<file path="src/rtl/rank_order_encoder.sv">
// -----------------------------------------------------------------------------
// rank_order_encoder
//
// Purpose:
//   Buffers one multi-channel image streamed over a valid/ready port. It then
//   replays the pixels as AER events in descending-intensity order over a
//   four-phase REQ/ACK link. Ties are emitted in ascending channel, then
//   ascending pixel order.
//   Features:
//     - Pixels below a runtime threshold are never emitted.
//     - An optional event cap truncates the stream (k-winner).
//     - Each scan pass also finds the next lower occupied level, so empty
//       intensity levels cost no passes.
//
// Ports:
//   CLK             rising-edge clock
//   RST             asynchronous active-low reset
//   NEW_IMAGE       start pulse, accepted only in IDLE
//   THRESHOLD       minimum emitted value, latched on accepted NEW_IMAGE
//   MAX_EVENTS      event cap (0 = unlimited), latched on accepted NEW_IMAGE
//   PIX_DATA        streamed pixel
//   PIX_VALID       PIX_DATA valid
//   PIX_READY       high while loading
//   INFERENCE_DONE  abort request
//   IMAGE_ENCODED   one-cycle completion pulse
//   BUSY            high in every state except IDLE
//   EVENT_COUNT     events emitted for the current image
//   AERIN_ADDR      {channel[1:0], pixel_id}
//   AERIN_REQ       AER request
//   AERIN_ACK       AER acknowledge
// -----------------------------------------------------------------------------
module rank_order_encoder #(
  parameter int IMAGE_SIZE      = 256,
  parameter int IMAGE_SIZE_BITS = 8,
  parameter int PIXEL_W         = 8,
  parameter int CHANNELS        = 1,
  parameter int CNT_W           = IMAGE_SIZE_BITS + 3
) (
  input  logic                       CLK,
  input  logic                       RST,
  input  logic                       NEW_IMAGE,
  input  logic [PIXEL_W-1:0]         THRESHOLD,
  input  logic [CNT_W-1:0]           MAX_EVENTS,
  input  logic [PIXEL_W-1:0]         PIX_DATA,
  input  logic                       PIX_VALID,
  output logic                       PIX_READY,
  input  logic                       INFERENCE_DONE,
  output logic                       IMAGE_ENCODED,
  output logic                       BUSY,
  output logic [CNT_W-1:0]           EVENT_COUNT,
  output logic [IMAGE_SIZE_BITS+1:0] AERIN_ADDR,
  output logic                       AERIN_REQ,
  input  logic                       AERIN_ACK
);

  localparam int TOTAL  = CHANNELS * IMAGE_SIZE;
  localparam int IDX_W  = IMAGE_SIZE_BITS + 2;
  localparam int MEM_AW = (TOTAL > 1) ? $clog2(TOTAL) : 1;
  localparam logic [IDX_W-1:0] LAST_IDX = IDX_W'(TOTAL - 1);

  typedef enum logic [2:0] {
    S_IDLE,
    S_LOAD,
    S_SCAN,
    S_REQ,
    S_RELEASE,
    S_DONE
  } state_t;

  state_t                 r_state;
  logic [PIXEL_W-1:0]     r_mem [TOTAL];
  logic [IDX_W-1:0]       r_idx;
  logic [PIXEL_W-1:0]     r_thr;
  logic [CNT_W-1:0]       r_max_events;
  logic [PIXEL_W-1:0]     r_max;
  logic [PIXEL_W-1:0]     r_level;
  logic [PIXEL_W-1:0]     r_next_max;
  logic                   r_next_valid;
  logic                   r_abort;
  logic                   r_pix_ready;
  logic                   r_req;
  logic [IDX_W-1:0]       r_addr;
  logic                   r_encoded;
  logic                   r_busy;
  logic [CNT_W-1:0]       r_count;

  logic                   w_beat;
  logic                   w_last;
  logic [PIXEL_W-1:0]     w_pix;
  logic [PIXEL_W-1:0]     w_load_max;
  logic                   w_cand;
  logic                   w_nv;
  logic [PIXEL_W-1:0]     w_nmax;
  logic                   w_cap_hit;

  // Pixel storage has no reset; its contents are only meaningful after a load.
  always_ff @(posedge CLK) begin
    if (w_beat) begin
      r_mem[r_idx[MEM_AW-1:0]] <= PIX_DATA;
    end
  end

  assign w_beat     = (r_state == S_LOAD) && PIX_VALID && r_pix_ready;
  assign w_last     = (r_idx == LAST_IDX);
  assign w_pix      = r_mem[r_idx[MEM_AW-1:0]];
  assign w_load_max = (PIX_DATA > r_max) ? PIX_DATA : r_max;

  // Candidate for the next (lower) level: the value must be at or above the
  // threshold and below the current level. It must also beat what this pass
  // has found so far. The valid flag lets a level equal to the cleared
  // next_max value still be recorded.
  assign w_cand = (w_pix >= r_thr) && (w_pix < r_level) &&
                  (!r_next_valid || (w_pix > r_next_max));
  assign w_nv   = r_next_valid | w_cand;
  assign w_nmax = w_cand ? w_pix : r_next_max;

  assign w_cap_hit = (r_max_events != '0) && (r_count == r_max_events);

  // Main controller. All outputs are registered here. IMAGE_ENCODED defaults
  // low each cycle and is raised only on the transition into DONE, which
  // makes it a single-cycle pulse.
  always_ff @(posedge CLK or negedge RST) begin
    if (!RST) begin
      r_state      <= S_IDLE;
      r_idx        <= '0;
      r_thr        <= '0;
      r_max_events <= '0;
      r_max        <= '0;
      r_level      <= '0;
      r_next_max   <= '0;
      r_next_valid <= 1'b0;
      r_abort      <= 1'b0;
      r_pix_ready  <= 1'b0;
      r_req        <= 1'b0;
      r_addr       <= '0;
      r_encoded    <= 1'b0;
      r_busy       <= 1'b0;
      r_count      <= '0;
    end else begin
      r_encoded <= 1'b0;
      unique case (r_state)
        S_IDLE: begin
          if (NEW_IMAGE) begin
            r_state      <= S_LOAD;
            r_thr        <= THRESHOLD;
            r_max_events <= MAX_EVENTS;
            r_count      <= '0;
            r_idx        <= '0;
            r_max        <= '0;
            r_next_max   <= '0;
            r_next_valid <= 1'b0;
            r_abort      <= 1'b0;
            r_pix_ready  <= 1'b1;
            r_busy       <= 1'b1;
          end
        end

        S_LOAD: begin
          if (INFERENCE_DONE) begin
            r_pix_ready <= 1'b0;
            r_state     <= S_DONE;
            r_encoded   <= 1'b1;
          end else if (w_beat) begin
            r_max <= w_load_max;
            if (w_last) begin
              r_pix_ready <= 1'b0;
              // The running max including this final beat seeds the first
              // scan level; nothing at or above threshold means no events.
              if (w_load_max >= r_thr) begin
                r_state <= S_SCAN;
                r_level <= w_load_max;
                r_idx   <= '0;
              end else begin
                r_state   <= S_DONE;
                r_encoded <= 1'b1;
              end
            end else begin
              r_idx <= r_idx + IDX_W'(1);
            end
          end
        end

        S_SCAN: begin
          if (INFERENCE_DONE) begin
            r_state   <= S_DONE;
            r_encoded <= 1'b1;
          end else if (w_pix == r_level) begin
            // Channel-major storage makes the index equal to {channel, pixel}.
            r_addr  <= r_idx;
            r_req   <= 1'b1;
            r_state <= S_REQ;
          end else if (w_last) begin
            if (w_nv) begin
              r_level      <= w_nmax;
              r_next_max   <= '0;
              r_next_valid <= 1'b0;
              r_idx        <= '0;
            end else begin
              r_state   <= S_DONE;
              r_encoded <= 1'b1;
            end
          end else begin
            r_next_max   <= w_nmax;
            r_next_valid <= w_nv;
            r_idx        <= r_idx + IDX_W'(1);
          end
        end

        S_REQ: begin
          // An abort here is only remembered; REQ stays up until ACK.
          if (INFERENCE_DONE) begin
            r_abort <= 1'b1;
          end
          if (AERIN_ACK) begin
            r_req   <= 1'b0;
            r_count <= r_count + CNT_W'(1);
            r_state <= S_RELEASE;
          end
        end

        S_RELEASE: begin
          if (INFERENCE_DONE) begin
            r_abort <= 1'b1;
          end
          if (!AERIN_ACK) begin
            if (w_cap_hit || r_abort || INFERENCE_DONE) begin
              r_state   <= S_DONE;
              r_encoded <= 1'b1;
            end else if (w_last) begin
              // The emitted pixel equals the level, so it never contributes
              // to next_max; the pass result is already complete.
              if (r_next_valid) begin
                r_level      <= r_next_max;
                r_next_max   <= '0;
                r_next_valid <= 1'b0;
                r_idx        <= '0;
                r_state      <= S_SCAN;
              end else begin
                r_state   <= S_DONE;
                r_encoded <= 1'b1;
              end
            end else begin
              r_idx   <= r_idx + IDX_W'(1);
              r_state <= S_SCAN;
            end
          end
        end

        S_DONE: begin
          r_busy  <= 1'b0;
          r_state <= S_IDLE;
        end

        default: begin
          r_state     <= S_IDLE;
          r_busy      <= 1'b0;
          r_req       <= 1'b0;
          r_pix_ready <= 1'b0;
        end
      endcase
    end
  end

  assign PIX_READY     = r_pix_ready;
  assign IMAGE_ENCODED = r_encoded;
  assign BUSY          = r_busy;
  assign EVENT_COUNT   = r_count;
  assign AERIN_ADDR    = r_addr;
  assign AERIN_REQ     = r_req;

endmodule

</file>
<file path="config.mk">
export PLATFORM = sky130hd
export DESIGN_NAME = rank_order_encoder
export DESIGN_NICKNAME = d
export VERILOG_FILES = /design/src/rtl/rank_order_encoder.sv
export SDC_FILE = /design/constraint.sdc
export NUM_CORES = 2
export LEC_CHECK = 0
export ABC_CLOCK_PERIOD_IN_PS = 6600
export CELL_PAD_IN_SITES_DETAIL_PLACEMENT = 1
export CELL_PAD_IN_SITES_GLOBAL_PLACEMENT = 1
export CORE_MARGIN = 8
export CORE_UTILIZATION = 45
export DETAILED_ROUTE_END_ITERATION = 12
export PLACE_DENSITY_LB_ADDON = 0.1
export SLEW_MARGIN = 25
export SYNTH_ARGS = -nofsm -noshare
export SYNTH_HDL_FRONTEND = slang
export SYNTH_SLANG_ARGS = --single-unit
export TNS_END_PERCENT = 1
</file>
<file path="constraint.sdc">
create_clock -name CLK -period 6.6 [get_ports CLK]
set_input_delay 1.98 -clock CLK [delete_from_list [all_inputs] [get_ports CLK]]
set_output_delay 1.98 -clock CLK [all_outputs]
set_load 0.01 [all_outputs]
</file>
==> run summary <==
Initial Utilization -> 45.2%
Number of DRC markers in iteration 0 -> 5130
Non-filler instance count after layout -> 7388
Residual DRC -> 0
Clk sinks -> 2131
Max-cap violations -> 0
Synthesized instance count -> 4299
Largest net degree at the start of global routing -> 181
FILL cells -> 16.7k
Distinct cells, synth -> 68
Yosys top cell area share -> 72.7%
GRT Resource Usage Total -> 25.3%
Num rows -> 159
Ys flop type -> edfxtp_1
First-pass GRT wire length -> 366 mm
Area growth syn-to-layout -> 15.2%
CP Launch Type -> flop
Slew Limit Fails -> 0
Syn_area_per_cell -> 19.7 sq um
Post-route minimum period -> 6.48 ns
Critical Path Most Common Cell -> buf_4
Worst Path Max Fanout -> 57
Pwr Total -> 35200 uW
Fin crit share -> 98.2%
Post-synth EDFFs -> 2048
Power per standard cell area -> 362 mW/mm^2
Worst-Margin Slew -> 1.09 ns
Cell Chain, Critical Path -> buf_4 > buf_12 > mux4_2 > a22oi_1 > a21oi_1 > a211oi_1 > nand3_1 > nor2_1 > ha_1 > nand2b_1 > a21o_1 > a2111oi_0 > o31a_1 > o21ai_0 > buf_4 > o211a_1 > o211ai_1 > o2bb2ai_1
Slowest stage delay, CP -> 0.77 ns
CTS tree -> done
Total number of H-tree levels -> 4
CTS Root Cell -> clkbuf_16
Reg2Reg Depth -> 18
RSZ-0062 raised after global routing -> no
Vias in the first global route -> 46.3k
Cells after DPL -> 6973
Final antenna-violating net count -> 0
Overall routed net length -> 261 mm
Num ports -> 58
Routed via count -> 45.1k
Final core occ -> 52.0%
Most common cell after layout, fill and taps aside -> edfxtp_1
Layout cells sized above 1 -> 25.7%
Drt via density -> 6.10
#FFs+latches synth -> 2131
Wirelength per Cell -> 35.3 microns
HPWL after detailed placement -> 174 mm
Worst Skew -> 0.0412 ns
Syn_nets -> 4377
Crit Path Category -> flop to flop
Die Span X -> 449 microns
Initial antenna violation count -> 7
Fin nets -> 4783
Final Hold Viols -> 0
CTS Buffer Depth -> 3
Worst-path clk slew -> 0.07 ns
Hold path depth -> 1
Worst path required time -> 7.38 ns
Post-synthesis async set-or-reset flop share -> 3.89%
Gr ovfl total -> 0
Leakage -> 0.0313 uW
Synth warn -> 0
Num CTS Buffers -> 221
Post-Syn Area -> 0.0845 sq mm
Highest-delay cell along the critical path -> a211oi_1
Worst setup EP type -> flop
Port bufs -> 57
Area leader, netlist -> edfxtp_1
Clk_lat worst skew -> 0.88 ns
Critical Path AT -> 7.26 ns
Gpl congestion -> 0.876
Detailed Routing Iterations Pass 1 -> 6
Setup-failing EPs final -> 0
Status -> complete, no violations
Seq/Total Area, Yosys -> 75.2%
Slew headroom -> 27.0%
Most frequent cells in the layout -> 2048 x edfxtp_1, 497 x mux4_2, 349 x buf_4, 324 x nor2_1, 225 x clkbuf_16
Height of the die -> 449 microns
Die area -> 0.202 sq mm
Fmax -> 0.154 GHz
Core area -> 0.187 sq mm
Peak VDD IR -> 273 uV
Hold WC Path Type -> flop to flop
Ranking of synthesized cells by area -> edfxtp_1 73%, mux4_2 13%, dfrtp_1 2.5%, mux2i_1 1.8%, nor2_1 1.5%
cells by family (layout without fill, tap and decap cells):
family / Yosys count / in the layout / synth area share (%)
AND/OR/NAND/NOR: 736 / 736 / 3.73
adder cells (fa/ha/maj): 45 / 45 / 0.666
flip-flops: 2131 / 2131 / 75.2
multiplexers: 677 / 677 / 15.4
AO/OA/AOI/OAI: 379 / 379 / 3.11
buffers and inverters: 312 / 903 / 1.68
XOR/XNOR: 19 / 19 / 0.197
other: 0 / 3 / 0
area by class of cell:
| type | count | area, sq um | area share (%) |
|---|---|---|---|
| clock buffers | 278 | 5880 | 6.04 |
| well taps | 2495 | 3120 | 3.21 |
| diodes | 3 | 7.51 | 0.00771 |
| inverters | 59 | 229 | 0.235 |
| clock inverters | 130 | 1070 | 1.10 |
| flip-flops and latches | 2131 | 63600 | 65.3 |
| repair buffers | 436 | 3830 | 3.93 |
| multi-input cells | 1856 | 19600 | 20.2 |
flip-flops by register name (all words and copies together), names as in the netlist, 3 cells and up:
signal	count
r_mem	2048
EVENT_COUNT	11
r_max_events	11
AERIN_ADDR	10
r_idx	10
r_level	8
r_max	8
r_next_max	8
r_thr	8
r_state	3
cells in the mapped netlist, drive strengths merged (4+ instances only):
cell type / instances
o2111ai: 4
or3: 10
a221oi: 20
inv: 58
and3: 8
o41ai: 10
nand2: 218
nor4: 14
or4: 4
nor3: 19
mux2i: 156
a32oi: 10
a21o: 8
o22a: 6
dfrtp: 83
and2: 8
o2bb2ai: 8
o21ai: 56
a211oi: 14
xor2: 17
buf: 138
a22o: 9
o31ai: 9
a31oi: 30
nand2b: 14
edfxtp: 2048
a22oi: 35
o211ai: 7
a21oi: 51
clkbuf: 115
nand4: 18
o311a: 4
o22ai: 54
nand3: 54
o221ai: 17
ha: 45
nor2b: 23
mux2: 24
nor2: 335
o21a: 4
mux4: 497
routing by layer:
layer  GRT usage [%]  share of wire, %  vias to the layer above
met4            7.17               2.9                        0
li1                -                 -                    18422
met2            40.1                47                     1711
met5               0                 0                        -
met3            5.03               7.1                      382
met1            36.1                43                    24577
what timing repair did:
| action | in CTS | in global routing |
|---|---|---|
| setup endpoints to repair | 14 | 22 |
| pin swaps | 0 | 1 |
| hold buffers | 0 | 0 |
| gates resized for setup | 0 | 1 |
| buffers inserted | 4 | 0 |
critical path, delay by kind of cell, from the launching register on:
kind | cells | cell delay [ns]
buffers and inverters | 3 | 0.93
multiplexers | 1 | 0.36
flip-flops | 1 | 0.70
adder cells (fa/ha/maj) | 1 | 0.29
AO/OA/AOI/OAI | 10 | 3.29
AND/OR/NAND/NOR | 3 | 0.74
where the power goes:
part | leakage, uW | switching [uW] | internal [uW]
Combinational | 0.00835 | 4680 | 3350
Clock | 0.00343 | 5250 | 6830
Sequential | 0.0195 | 155 | 15000
worst paths after layout:
check / slack [ns] / end / startpoint
max: 0.12 / r_next_max[6] / r_idx[1]
min: 0.48 / r_abort / r_abort
max reg2reg: 0.12 / r_next_max[6] / r_idx[1]
min reg2reg: 0.48 / r_abort / r_abort
max in group asynchronous: 4.39 / AERIN_ADDR[6] / RST
min in group asynchronous: 1.09 / r_thr[7] / RST
per-stage QoR:
stage          TNS [ns]  instance area (sq um)  hold slack, ns  worst slack [ns]
3_5_place_dp    -0.0551                  90300           0.468           -0.0218
6_report              0                  97400           0.480             0.120
2_1_floorplan         0                  84500           0.450              1.02
3_3_place_gp    -0.0942                  90300           0.462           -0.0236
4_1_cts               0                  97300           0.481             0.103
5_1_grt               0                  97400           0.508           0.00853
(Power assumes the default switching activity.)
